$ cat config.mk
export PLATFORM = sky130hd
export DESIGN_NAME = arm_motion_seq_flat
export DESIGN_NICKNAME = d
export VERILOG_FILES = /design/src/rtl/arm_seq_pkg.sv /design/src/rtl/arm_motion_seq_if.sv /design/src/rtl/arm_ramp_step.sv /design/src/rtl/arm_motion_seq.sv /design/src/flat_wrapper.sv
export SDC_FILE = /design/constraint.sdc
export NUM_CORES = 2
export LEC_CHECK = 0
export BUFFER_PORTS_ARGS = -buffer_cell sky130_fd_sc_hd__buf_2
export CAP_MARGIN = 20
export CORE_MARGIN = 2
export CORE_UTILIZATION = 55
export CTS_CLUSTER_DIAMETER = 60
export DETAILED_ROUTE_END_ITERATION = 7
export GPL_TIMING_DRIVEN = 0
export HOLD_SLACK_MARGIN = 0.15
export PLACE_DENSITY = 0.71
export SLEW_MARGIN = 40
export SYNTH_ARGS = -nofsm -noshare
export SYNTH_HDL_FRONTEND = slang
export SYNTH_HIERARCHICAL = 1
export SYNTH_SLANG_ARGS = --single-unit
$ cat constraint.sdc
create_clock -name clk -period 10.6 [get_ports clk]
set_input_delay 2.12 -clock clk [delete_from_list [all_inputs] [get_ports clk]]
set_output_delay 2.12 -clock clk [all_outputs]
set_load 0.05 [all_outputs]
$ cat src/rtl/arm_seq_pkg.sv
// Shared types and constants for the arm waypoint sequencer.
package arm_seq_pkg;

  typedef enum logic [1:0] {
    IDLE,
    MOVE,
    HOLD
  } arm_state_t;

  localparam logic [1:0]  CH_PWM1  = 2'd0;
  localparam logic [1:0]  CH_PWM2  = 2'd1;
  localparam logic [1:0]  CH_CATCH = 2'd2;

  localparam logic [31:0] DEF_INIT_PW = 32'd1500;
  localparam int          DEF_STEP    = 10;

endpackage

$ cat src/rtl/arm_motion_seq_if.sv
// Table-programming, run-control and pulse-width output bundle of the arm sequencer.
interface arm_motion_seq_if #(
  parameter int DEPTH = 8
);
  localparam int AW = $clog2(DEPTH);

  logic          wp_wr;
  logic [AW-1:0] wp_addr;
  logic [1:0]    wp_ch;
  logic [31:0]   wp_data;
  logic [AW:0]   wp_count;
  logic          start;
  logic          abort;
  logic [31:0]   pwm1;
  logic [31:0]   pwm2;
  logic [31:0]   catch_pwm;
  logic          busy;
  logic          done;
  logic [AW-1:0] wp_idx;

  modport master (
    output wp_wr, wp_addr, wp_ch, wp_data, wp_count, start, abort,
    input  pwm1, pwm2, catch_pwm, busy, done, wp_idx
  );

  modport slave (
    input  wp_wr, wp_addr, wp_ch, wp_data, wp_count, start, abort,
    output pwm1, pwm2, catch_pwm, busy, done, wp_idx
  );

endinterface

$ cat src/rtl/arm_ramp_step.sv
// One channel of slew limiting: next value moves toward target by at most STEP per tick.
module arm_ramp_step
  import arm_seq_pkg::*;
#(
  parameter int STEP = DEF_STEP
) (
  input  logic [31:0] cur,
  input  logic [31:0] target,
  input  logic        tick,
  output logic [31:0] next_val,
  output logic        at_target
);

  logic        up;
  logic [31:0] diff;

  always_comb begin
    up       = target > cur;
    diff     = up ? (target - cur) : (cur - target);
    next_val = cur;
    if (tick) begin
      if (diff <= 32'(STEP))
        next_val = target;
      else if (up)
        next_val = cur + 32'(STEP);
      else
        next_val = cur - 32'(STEP);
    end
  end

  assign at_target = (next_val == target);

endmodule

$ cat src/rtl/arm_motion_seq.sv
// Waypoint sequencer ramping pwm1/pwm2/catch_pwm through a programmable table.
// Define ARM_SEQ_LOOP_EN to make the run wrap to waypoint 0 forever instead of finishing.
module arm_motion_seq
  import arm_seq_pkg::*;
#(
  parameter int          DEPTH      = 8,
  parameter int          TICK_DIV   = 1000,
  parameter int          STEP       = DEF_STEP,
  parameter int          HOLD_TICKS = 50,
  parameter logic [31:0] INIT_PW    = DEF_INIT_PW
) (
  input logic             clk,
  input logic             rst_n,
  arm_motion_seq_if.slave bus
);

  localparam int AW = $clog2(DEPTH);
  localparam int CW = $clog2(TICK_DIV);
  localparam int HW = $clog2(HOLD_TICKS + 1);

  arm_state_t    state;
  logic [CW-1:0] tick_cnt;
  logic [HW-1:0] hold_cnt;
  logic [AW:0]   run_count;
  logic [AW-1:0] wp_idx;
  logic          busy;
  logic          done;

  logic [31:0]   cur [3];
  logic [31:0]   tbl [3][DEPTH];
  logic [31:0]   tgt [3];
  logic [31:0]   nxt [3];
  logic [2:0]    at_tgt;

  logic          tick;
  logic          move_tick;
  logic          hold_last;
  logic          last_wp;

  assign tick      = busy && (tick_cnt == CW'(TICK_DIV - 1));
  assign move_tick = tick && (state == MOVE);
  assign hold_last = tick && (state == HOLD) && (hold_cnt == HW'(HOLD_TICKS - 1));
  assign last_wp   = ({1'b0, wp_idx} >= (run_count - 1'b1));

  for (genvar i = 0; i < 3; i++) begin : g_ch
    assign tgt[i] = tbl[i][wp_idx];

    arm_ramp_step #(.STEP(STEP)) u_ramp (
      .cur       (cur[i]),
      .target    (tgt[i]),
      .tick      (move_tick),
      .next_val  (nxt[i]),
      .at_target (at_tgt[i])
    );
  end

  // Control FSM; arrival is judged on the post-update values from the ramp units.
  always_ff @(posedge clk or negedge rst_n) begin
    if (!rst_n) begin
      state     <= IDLE;
      busy      <= 1'b0;
      done      <= 1'b0;
      wp_idx    <= '0;
      run_count <= '0;
      tick_cnt  <= '0;
      hold_cnt  <= '0;
    end else begin
      done <= 1'b0;
      if (busy)
        tick_cnt <= tick ? '0 : tick_cnt + 1'b1;
      if (bus.abort) begin
        state <= IDLE;
        busy  <= 1'b0;
      end else begin
        case (state)
          IDLE: begin
            if (bus.start) begin
              if (bus.wp_count == '0) begin
                done <= 1'b1;
              end else begin
                run_count <= bus.wp_count;
                wp_idx    <= '0;
                tick_cnt  <= '0;
                state     <= MOVE;
                busy      <= 1'b1;
              end
            end
          end
          MOVE: begin
            if (move_tick && (&at_tgt)) begin
              state    <= HOLD;
              hold_cnt <= '0;
            end
          end
          HOLD: begin
            if (hold_last) begin
              if (!last_wp) begin
                wp_idx <= wp_idx + 1'b1;
                state  <= MOVE;
              end else begin
`ifdef ARM_SEQ_LOOP_EN
                wp_idx <= '0;
                state  <= MOVE;
`else
                state  <= IDLE;
                busy   <= 1'b0;
                done   <= 1'b1;
`endif
              end
            end else if (tick) begin
              hold_cnt <= hold_cnt + 1'b1;
            end
          end
          default: begin
            state <= IDLE;
            busy  <= 1'b0;
          end
        endcase
      end
    end
  end

  // Table writes are only accepted while idle; an abort freezes the outputs even on a tick.
  always_ff @(posedge clk or negedge rst_n) begin
    if (!rst_n) begin
      for (int c = 0; c < 3; c++) begin
        cur[c] <= INIT_PW;
        for (int a = 0; a < DEPTH; a++)
          tbl[c][a] <= INIT_PW;
      end
    end else begin
      if (move_tick && !bus.abort) begin
        for (int c = 0; c < 3; c++)
          cur[c] <= nxt[c];
      end
      if ((state == IDLE) && bus.wp_wr) begin
        case (bus.wp_ch)
          CH_PWM1:  tbl[0][bus.wp_addr] <= bus.wp_data;
          CH_PWM2:  tbl[1][bus.wp_addr] <= bus.wp_data;
          CH_CATCH: tbl[2][bus.wp_addr] <= bus.wp_data;
          default:  ;
        endcase
      end
    end
  end

  assign bus.pwm1      = cur[0];
  assign bus.pwm2      = cur[1];
  assign bus.catch_pwm = cur[2];
  assign bus.busy      = busy;
  assign bus.done      = done;
  assign bus.wp_idx    = wp_idx;

endmodule

$ cat src/flat_wrapper.sv
// flat-port wrapper written by rule: the top's interface ports become plain ports
module arm_motion_seq_flat import arm_seq_pkg::*;
#(
  parameter int          DEPTH      = 8,
  parameter int          TICK_DIV   = 1000,
  parameter int          STEP       = DEF_STEP,
  parameter int          HOLD_TICKS = 50,
  parameter logic [31:0] INIT_PW    = DEF_INIT_PW
)
  (clk, rst_n, bus_wp_wr, bus_wp_addr, bus_wp_ch, bus_wp_data, bus_wp_count, bus_start, bus_abort, bus_pwm1, bus_pwm2, bus_catch_pwm, bus_busy, bus_done, bus_wp_idx);
  arm_motion_seq_if #(.DEPTH(DEPTH)) bus_i ();
  input logic clk;
  input logic rst_n;
  input wire logic [$bits(bus_i.wp_wr)-1:0] bus_wp_wr;
  input wire logic [$bits(bus_i.wp_addr)-1:0] bus_wp_addr;
  input wire logic [$bits(bus_i.wp_ch)-1:0] bus_wp_ch;
  input wire logic [$bits(bus_i.wp_data)-1:0] bus_wp_data;
  input wire logic [$bits(bus_i.wp_count)-1:0] bus_wp_count;
  input wire logic [$bits(bus_i.start)-1:0] bus_start;
  input wire logic [$bits(bus_i.abort)-1:0] bus_abort;
  output wire logic [$bits(bus_i.pwm1)-1:0] bus_pwm1;
  output wire logic [$bits(bus_i.pwm2)-1:0] bus_pwm2;
  output wire logic [$bits(bus_i.catch_pwm)-1:0] bus_catch_pwm;
  output wire logic [$bits(bus_i.busy)-1:0] bus_busy;
  output wire logic [$bits(bus_i.done)-1:0] bus_done;
  output wire logic [$bits(bus_i.wp_idx)-1:0] bus_wp_idx;
  assign bus_i.wp_wr = bus_wp_wr;
  assign bus_i.wp_addr = bus_wp_addr;
  assign bus_i.wp_ch = bus_wp_ch;
  assign bus_i.wp_data = bus_wp_data;
  assign bus_i.wp_count = bus_wp_count;
  assign bus_i.start = bus_start;
  assign bus_i.abort = bus_abort;
  assign bus_pwm1 = bus_i.pwm1;
  assign bus_pwm2 = bus_i.pwm2;
  assign bus_catch_pwm = bus_i.catch_pwm;
  assign bus_busy = bus_i.busy;
  assign bus_done = bus_i.done;
  assign bus_wp_idx = bus_i.wp_idx;
  arm_motion_seq #(.DEPTH(DEPTH), .TICK_DIV(TICK_DIV), .STEP(STEP), .HOLD_TICKS(HOLD_TICKS), .INIT_PW(INIT_PW)) u_core (.clk(clk), .rst_n(rst_n), .bus(bus_i));
endmodule
==> impl_metrics.ini <==
[routing]
drc = 0
wire_per_inst_um = 25.1
postRouteAntennaNets = 0
vias = 48400
routed_via_density = 6.33
drtIter0Drc = 4242
drt-total-wl_um = 192000
first_pass_iters = 6

[worst_setup_path]
cp_slowest_cell = a22oi_2
arrival_ns = 10.96
start_kind = flip-flop
required_ns = 11.18
path_class = flip-flop to flip-flop
endpoint_kind = flip-flop
crit_buf_inv = 7
critPathMaxStageDelay_ns = 0.69
worstPathMaxFanout = 38
crit_family = compound AO/OA/AOI/OAI gates

[grt]
first_global_vias = 47500
grt_max_degree = 112
antenna_found_initial = 19
gr-usage-all-layers_pct = 33.6
grt-ovfl-total = 0
grt_pass1_wl_um = 290000

[clocking]
cts.sinks = 891
clockRootBuffer = clkbuf_16
cts_buffers = 103
postCtsHoldBufs = 0
clk_pin_slew_worst_paths_ns = 0.06
cts_max_path_buffers = 3
clock_latency_ns = 0.70
cts_tree = yes
htreeDepth = 3

[synthesis]
synth_warnings = 6
synth_top_flop_cell = dfrtp_1
synth_nets = 6136
syn-cell-area_um2 = 60900
netlist_instances = 5797
seq_area_frac_synth_pct = 37.0
ys_types = 116
synth_async_sr_flop_share_pct = 100
synth-edff-count = 0
syn_avg_cell_area_um2 = 10.5
ys_ff_latch = 891

[finish]
drive_gt1_share_pct = 30.5
final_cell_mix = mux2_2, dfrtp_1, nand2_1, a21oi_1, ha_1
layout_commonest_cell = mux2_2
area_growth_pct = 11.5
fin_util_pct = 61.6
final_nets = 6400
nFillCells = 9084

[status]
outcome = complete, no violations

[die]
core_um2 = 110000
die_w_um = 337
dieArea_um2 = 113000
rows = 122
io_pins = 147
dieHeight_um = 337
start_util_pct = 55.2

[timing]
finalCriticalPeriod_ns = 10.38
setup_viol = 0
period_share_pct = 97.9
worstMarginPinSlew_ns = 0.961
finClkSkew_ns = 0.0298
slew-limit-headroom_pct = 35.8
setup_slack_ns = 0.219
max_freq_mhz = 96.3
hold_violations = 0
drv_slew = 0

[placement]
dp_hpwl_um = 146000
place.gp.congestion = 1.00
preCtsSetupSlack_ns = -1.90
io_buffers = 144

[pwr]
p_seq_share_pct = 32.4
power_density_nw_per_um2 = 193
vdd_ir_drop_max_uv = 187
leakage_nw = 30.8
p_switching_mw = 4.80
combPwrFrac_pct = 39.0
intPower_mw = 8.30
swShare_pct = 36.6
pwr-share-clk_pct = 28.6

[job]
cap_violations = 0

[worst_hold_path]
hp-class = flip-flop to flip-flop
==> kinds of logic after synthesis <==
logic type                 after synthesis  synth area share, %
AOI/OAI and AO/OA                     1184                 12.6
xor gates and xnor gates               269                 3.96
adders and majority gates              293                 6.13
buffers and inverters                  655                 4.51
DFF                                    891                 37.0
muxes                                 1188                 25.4
and+or+nand+nor                       1317                 10.4
==> sequential cells by signal (all words and copies together) (netlist names) <==
| signal | count |
|---|---|
| u_core/run_count | 4 |
| u_core/bus.wp_idx | 3 |
| u_core/bus.pwm2 | 32 |
| u_core/tick_cnt | 10 |
| u_core/tbl | 768 |
| u_core/state | 2 |
| u_core/hold_cnt | 6 |
| u_core/bus.busy | 1 |
| u_core/bus.pwm1 | 32 |
| u_core/bus.catch_pwm | 32 |
| u_core/bus.done | 1 |
==> cells in the mapped netlist (29+ instances only) <==
master      n  area, um2
nand4_1    82        513
dfrtp_1   702      17600
mux2i_1   110       1100
nor4_1     38        238
o211ai_1   33        248
xor2_1     92        806
mux2_2    855       9630
o21ai_0   192        961
nand2b_1   33        206
nor3_1     78        390
xnor2_1   173       1520
o21bai_1   43        323
a21o_1     88        661
ha_1      284       3550
nand2_1   525       1970
and3_1     29        181
a21oi_1   387       1940
inv_1     268       1010
buf_1      62        233
clkbuf_1  192        721
buf_4      38        285
o21a_1     52        390
nor2b_1    33        206
buf_2      81        405
mux4_2    195       4390
nor2_1    281       1050
a211oi_1   55        413
nand3_1    69        345
dfstp_2   189       4970
a31oi_1    48        300
==> final timing paths <==
check / start / to / slack (ns) / depth (start not counted)
hold reg to reg: u_core/tbl[265]$_DFFE_PN0P_ / u_core/tbl[265]$_DFFE_PN0P_ / 0.49 / 1
hold / removal: u_core/tbl[265]$_DFFE_PN0P_ / u_core/tbl[265]$_DFFE_PN0P_ / 0.49 / 1
setup / recovery: u_core/bus.wp_idx[1]$_DFFE_PN0P_ / u_core/hold_cnt[5]$_DFFE_PN0P_ / 0.22 / 36
setup reg to reg: u_core/bus.wp_idx[1]$_DFFE_PN0P_ / u_core/hold_cnt[5]$_DFFE_PN0P_ / 0.22 / 36
min in group asynchronous: rst_n / u_core/bus.pwm2[28]$_DFFE_PN0P_ / 1.29 / 1
max in group asynchronous: rst_n / u_core/tbl[586]$_DFFE_PN1P_ / 6.56 / 6
==> cell type report <==
class                           instances  area [um2]  area share, %
Antenna cell                            6        15.0         0.0221
Multi-Input combinational cell       4251       35800           52.8
Sequential cell                       891       22500           33.2
Buffer                                376        1870           2.76
Inverter                              272        1030           1.51
Clock inverter                         42         514          0.758
Tap cell                             1488        1860           2.74
Timing Repair Buffer                  166        1090           1.61
Clock buffer                          153        3120           4.60
==> stage by stage <==
step	TNS [ns]	cells	power [mW]	area, um2	hold WS, ns
finish	0	7645	13.1	67900	0.493
global route	-0.0383	7640	13.8	67900	0.505
CTS	0	7641	13.0	67600	0.492
detailed placement	-12.94	7445	9.21	63900	0.469
global placement	-9202.59	7429	9.07	63500	0.463
floorplan	0	5797	7.89	60900	0.437
==> routing by layer <==
metal | global-route usage (%) | wire length [um]
met1 | 45.5 | 80300
met2 | 52.6 | 88100
met3 | 7.68 | 16000
met4 | 12.8 | 7720
met5 | 0 | 104
==> timing repair <==
action	CTS	global route
endpoints found under the setup margin	9	7
buffers inserted	3	3
resized for setup	53	75
pin swaps	5	4
==> power by group through the flow <==
stage,Clock [mW],Combinational [mW],Sequential [mW]
2_1_floorplan,0,3.70,4.19
3_3_place_gp,0,4.82,4.25
3_5_place_dp,0,4.92,4.29
4_1_cts,3.79,4.98,4.23
5_1_grt,3.94,5.53,4.30
6_report,3.75,5.11,4.24
Power figures use the tool's default switching activity.
